`src/rtl/to_lower_stream.sv`:
```
// Streaming ASCII upper-to-lower case converter with an output FIFO.
// Ports: clk, rst (async, active high); in_valid/in_ready/in_data byte
// input; out_valid/out_ready/out_data byte output from the FIFO head;
// flush discards buffered bytes; char_count/conv_count are saturating
// statistics of accepted and case-converted bytes.
module to_lower_stream #(
    parameter int DEPTH = 4,
    parameter int CNT_W = 16
) (
    input  logic             clk,
    input  logic             rst,
    input  logic             in_valid,
    output logic             in_ready,
    input  logic [7:0]       in_data,
    output logic             out_valid,
    input  logic             out_ready,
    output logic [7:0]       out_data,
    input  logic             flush,
    output logic [CNT_W-1:0] char_count,
    output logic [CNT_W-1:0] conv_count
);

    localparam int AW = $clog2(DEPTH);
    localparam logic [AW:0] OCC_MAX = DEPTH[AW:0];

    typedef enum logic {
        RUN,
        FLUSH
    } state_t;

    state_t        state;
    logic [7:0]    mem [DEPTH];
    logic [AW-1:0] wr_ptr;
    logic [AW-1:0] rd_ptr;
    logic [AW:0]   occ;

    logic       full;
    logic       empty;
    logic       is_upper;
    logic [7:0] conv_data;
    logic       wr;
    logic       rd;

    assign full  = (occ == OCC_MAX);
    assign empty = (occ == '0);

    assign is_upper  = (in_data >= 8'h41) && (in_data <= 8'h5A);
    assign conv_data = is_upper ? (in_data | 8'h20) : in_data;

    // rst gates in_ready directly so it is low for the whole reset
    // interval, not just from the next edge.
    assign in_ready  = !rst && !full && !flush && (state == RUN);
    assign out_valid = !empty;
    assign out_data  = mem[rd_ptr];

    // A read in a flush cycle is discarded along with the rest.
    assign wr = in_valid && in_ready;
    assign rd = out_valid && out_ready && !flush;

    always_ff @(posedge clk or posedge rst) begin
        if (rst) begin
            state <= RUN;
        end else if (flush) begin
            state <= FLUSH;
        end else begin
            state <= RUN;
        end
    end

    always_ff @(posedge clk or posedge rst) begin
        if (rst) begin
            for (int i = 0; i < DEPTH; i++) begin
                mem[i] <= 8'h00;
            end
        end else if (wr) begin
            mem[wr_ptr] <= conv_data;
        end
    end

    always_ff @(posedge clk or posedge rst) begin
        if (rst) begin
            wr_ptr <= '0;
            rd_ptr <= '0;
            occ    <= '0;
        end else if (flush) begin
            wr_ptr <= '0;
            rd_ptr <= '0;
            occ    <= '0;
        end else begin
            // DEPTH is a power of two, so natural overflow wraps.
            if (wr) begin
                wr_ptr <= wr_ptr + 1'b1;
            end
            if (rd) begin
                rd_ptr <= rd_ptr + 1'b1;
            end
            unique case ({wr, rd})
                2'b10:   occ <= occ + 1'b1;
                2'b01:   occ <= occ - 1'b1;
                default: occ <= occ;
            endcase
        end
    end

    always_ff @(posedge clk or posedge rst) begin
        if (rst) begin
            char_count <= '0;
            conv_count <= '0;
        end else if (wr) begin
            if (char_count != '1) begin
                char_count <= char_count + 1'b1;
            end
            if (is_upper && (conv_count != '1)) begin
                conv_count <= conv_count + 1'b1;
            end
        end
    end

endmodule

```
`config.mk`:
```
export PLATFORM = sky130hd
export DESIGN_NAME = to_lower_stream
export DESIGN_NICKNAME = d
export VERILOG_FILES = /design/src/rtl/to_lower_stream.sv
export SDC_FILE = /design/constraint.sdc
export NUM_CORES = 1
export LEC_CHECK = 0
export BUFFER_PORTS_ARGS = -buffer_cell sky130_fd_sc_hd__buf_2
export CAP_MARGIN = 20
export CORE_ASPECT_RATIO = 1.2
export CORE_MARGIN = 4
export CORE_UTILIZATION = 40
export CTS_CLUSTER_SIZE = 24
export DETAILED_ROUTE_END_ITERATION = 8
export PLACE_DENSITY = 0.63
export SLEW_MARGIN = 30
export SYNTH_ARGS = -nofsm -noshare
export SYNTH_HDL_FRONTEND = slang
export SYNTH_SLANG_ARGS = --single-unit
```
`constraint.sdc`:
```
create_clock -name clk -period 7.6 [get_ports clk]
set_clock_uncertainty 0.1 [all_clocks]
set_input_delay 0.76 -clock clk [delete_from_list [all_inputs] [get_ports clk]]
set_output_delay 0.76 -clock clk [all_outputs]
set_load 0.05 [all_outputs]
```
==> impl_summary.log <==
INFO  metric result_of_the_run = finished, final reports clean
INFO  metric worst_slew_margin_rel = 51.5%
INFO  metric post_cts_resized = 0
INFO  metric finalMaxSlewViolations = 0
INFO  metric post-route-drc-count = 0
INFO  metric num_antenna_cells = 0
INFO  metric number_of_setup_buffers_added_after_cts = 0
INFO  metric worst-r2r-setup-slack = 5080 ps
INFO  metric grt_pass1_vias = 2350
INFO  metric p_comb_share = 32.3%
INFO  metric chipHeight = 109 um
INFO  metric drive_gt1_share = 36.9%
INFO  metric yosys_warnings = 0
INFO  metric final_tns_setup = 0 ps
INFO  metric grt-ovfl-total = 0
INFO  metric worstSkewPairLatency = 350 ps
INFO  metric crit_path_max_fanout = 10
INFO  metric class_of_the_tightest_hold_or_removal_check = flip-flop to flip-flop
INFO  metric vdd_ir_drop_max = 0.000163 V
INFO  metric sequential_fraction_of_the_synthesis_area = 53.2%
INFO  metric intPower = 730 uW
INFO  metric vias = 2231
INFO  metric initial_antenna_violation_count = 0
INFO  metric numCtsBuffers = 9
INFO  metric utilization_after_layout = 48.7%
INFO  metric timing.critical_path.depth = 2
INFO  metric dp.final_hpwl = 4580 um
INFO  metric antenna_left = 0
INFO  metric viasPerCell = 5.01
INFO  metric crit_slowest_cell = sky130_fd_sc_hd__dfrtp_1
INFO  metric post_cts_hold_buffer_count = 0
INFO  metric gp_congestion = 0.758
INFO  metric cts_root_buffer = sky130_fd_sc_hd__clkbuf_8
INFO  metric cp_slowest_stage_delay = 720 ps
INFO  metric reg2reg_depth = 7
INFO  metric grt_pass1_wl = 11600 um
INFO  metric tritoncts = done
INFO  metric total_routed_wirelength = 6520 um
INFO  metric ctsHtreeMaxLevel = 3
INFO  metric layout_min_cycle_time = 2760 ps
INFO  metric floorplan.die_area = 10000 um^2
INFO  metric postSynthRegisterBits = 72
INFO  metric whs_path_depth = 2
INFO  metric max_cap_violations = 0
INFO  metric rr_startpoint = occ[0]
INFO  metric starting_density_of_the_core = 41.3%
INFO  metric maxClockFrequency = 363 MHz
INFO  metric layout.nets = 346
INFO  metric endpoint_with_the_worst_hold_slack = mem[5]
INFO  metric path_class = flip-flop to primary output
INFO  metric track_usage = 14.9%
INFO  metric power_per_cell_area = 296 nW/um^2
INFO  metric cp_cell_sequence = mux4_2 > buf_2
INFO  metric die_x = 92.0 um
INFO  metric timing.rr.end = occ[2]
INFO  metric fp-row-count = 36
INFO  metric rsz0062_at_grt = false
INFO  metric finalSetupViolCount = 0
INFO  metric detail_route.wl_per_cell = 14.6 um
INFO  metric cp_top_family = flip-flops
INFO  metric netlist_area = 3390 um^2
INFO  metric hold_path_startpoint = mem[5]
INFO  metric max-clock-path-buffers = 2
INFO  metric area_growth_syn_to_layout = 17.8%
INFO  metric drt_pass1_iterations = 4
INFO  metric cp_data_required_time = 6740 ps
INFO  metric syn-num-nets = 285
INFO  metric synthesis.instances = 265
INFO  metric final-hold-violation-count = 0
INFO  metric drt_iter0_markers = 115
INFO  metric leakage = 0.00192 uW
INFO  metric tightestPinTransition = 722 ps
INFO  metric cts.sink_count = 72
INFO  metric top_level_ports = 55
INFO  metric share_seq_of_total_power = 41.5%
INFO  metric worst_setup_path_start_kind = flip-flop
INFO  metric worst_setup_hold_path_clk_slew = 70 ps
INFO  metric worst-path-buf-inv = 1
INFO  metric crit_path_end_kind = primary output
INFO  metric portBuffers = 54
INFO  metric worst-endpoint-arrival = 1900 ps
INFO  metric fin_crit_sh = 36.3%
INFO  metric switching_power = 454 uW
INFO  metric grt_start_max_net_pins = 73
INFO  metric netlist-cell-type-count = 37
INFO  metric switching_share = 38.3%
INFO  metric power.clock.fraction = 26.2%
INFO  metric syn_area_per_cell = 12.8 um^2
INFO  metric core_area = 8200 um^2
[sequential cells by signal, summed over array words and instances (netlist names)]
signal,count
char_count,16
wr_ptr,2
state,1
mem,32
occ,3
rd_ptr,2
conv_count,16
[power by group through the flow]
stage	clock network [uW]	logic [uW]	registers [uW]
2_1_floorplan	0	287	517
5_1_grt	341	411	503
3_3_place_gp	0	381	498
3_5_place_dp	0	386	501
6_report	310	383	491
4_1_cts	322	387	493
[metrics by stage]
stage                     cells  setup slack (ps)  power, uW  cell area [um^2]  hold WS (ps)
after CTS                   445              4780       1200              3990           388
after detailed placement    429              4770        887              3780           369
after global placement      429              4820        879              3780           358
final                       445              4840       1180              3990           384
after global routing        445              4740       1260              3990           414
after floorplan             265              4270        803              3390           345
[worst max path at each step]
stage,start,endpoint,slack [ps]
floorplan,flush,in_ready,4270
global placement,flush,occ[2],4820
detailed placement,flush,occ[2],4770
CTS,rd_ptr[0],out_data[6],4780
global route,rd_ptr[0],out_data[4],4740
finish,rd_ptr[0],out_data[6],4840
[worst reg2reg max path: cells and delay by family, from the launching register on]
family	cells	cell delay, ps
AND/OR/NAND/NOR	3	490
flip-flops	1	460
XOR/XNOR	1	140
AO/OA/AOI/OAI	1	660
multiplexers	1	160
adder cells (fa/ha/maj)	1	400
[cells in the mapped netlist]
cell type,count,area (um^2)
sky130_fd_sc_hd__nor3b_2,1,12.5
sky130_fd_sc_hd__buf_4,2,15.0
sky130_fd_sc_hd__mux4_2,8,180
sky130_fd_sc_hd__o31ai_1,2,15.0
sky130_fd_sc_hd__and3_1,1,6.26
sky130_fd_sc_hd__mux2_2,29,327
sky130_fd_sc_hd__buf_2,2,10.0
sky130_fd_sc_hd__nor4b_4,1,23.8
sky130_fd_sc_hd__fa_1,1,20.0
sky130_fd_sc_hd__o21ai_0,4,20.0
sky130_fd_sc_hd__dfrtp_1,72,1800
sky130_fd_sc_hd__or2_2,1,6.26
sky130_fd_sc_hd__o2bb2ai_2,1,15.0
sky130_fd_sc_hd__nor3_1,5,25.0
sky130_fd_sc_hd__clkbuf_1,2,7.51
sky130_fd_sc_hd__nor2_1,16,60.1
sky130_fd_sc_hd__mux2_1,1,11.3
sky130_fd_sc_hd__xnor2_1,21,184
sky130_fd_sc_hd__nand3_1,10,50.1
sky130_fd_sc_hd__o2111ai_1,1,8.76
sky130_fd_sc_hd__nand2_1,22,82.6
sky130_fd_sc_hd__nand2_2,4,25.0
sky130_fd_sc_hd__or4b_4,1,13.8
sky130_fd_sc_hd__mux2i_1,2,20.0
sky130_fd_sc_hd__nor4_4,1,21.3
sky130_fd_sc_hd__ha_1,6,75.1
sky130_fd_sc_hd__nand4_1,10,62.6
sky130_fd_sc_hd__inv_1,6,22.5
sky130_fd_sc_hd__xor2_1,14,123
sky130_fd_sc_hd__or3_1,2,12.5
sky130_fd_sc_hd__and4_1,7,61.3
sky130_fd_sc_hd__o21a_1,1,7.51
sky130_fd_sc_hd__nor4_2,1,12.5
sky130_fd_sc_hd__a21oi_1,1,5.00
sky130_fd_sc_hd__nor4b_2,1,15.0
sky130_fd_sc_hd__nand2b_1,2,12.5
sky130_fd_sc_hd__nor4_1,3,18.8
[cells in the final DEF, fill, tap and decap left out, types with 7 or more instances in the layout]
| master | count |
|---|---|
| sky130_fd_sc_hd__dfrtp_1 | 72 |
| sky130_fd_sc_hd__buf_2 | 54 |
| sky130_fd_sc_hd__mux2_2 | 29 |
| sky130_fd_sc_hd__nand2_1 | 22 |
| sky130_fd_sc_hd__xnor2_1 | 21 |
| sky130_fd_sc_hd__nor2_1 | 16 |
| sky130_fd_sc_hd__xor2_1 | 14 |
| sky130_fd_sc_hd__nand4_1 | 10 |
| sky130_fd_sc_hd__nand3_1 | 10 |
| sky130_fd_sc_hd__clkbuf_8 | 10 |
| sky130_fd_sc_hd__mux4_2 | 8 |
| sky130_fd_sc_hd__and4_1 | 7 |
[area by class of cell]
type / instances / area, um^2
Sequential cell: 72 / 1800
Clock buffer: 10 / 138
Tap cell: 114 / 143
Multi-Input combinational cell: 181 / 1530
Timing Repair Buffer: 56 / 289
Fill cell: 777 / 4200
Clock inverter: 6 / 67.6
Inverter: 6 / 22.5
[layer usage]
metal	wire (um)	up-vias	global-route usage [%]
li1	-	1067	-
met1	2830	1109	18.0
met2	3230	42	24.2
met3	304	13	4.42
met4	153	0	7.64
met5	0	-	0
[cells by family after synthesis]
kind of cell               share of synthesized area, %
AOI/OAI and AO/OA                                  2.10
xor gates and xnor gates                           9.04
adders and majority gates                          2.81
buffers and inverters                              1.62
DFF                                                53.2
muxes                                              15.9
and+or+nand+nor                                    15.4
No activity file was read; power rests on OpenSTA's default activity.
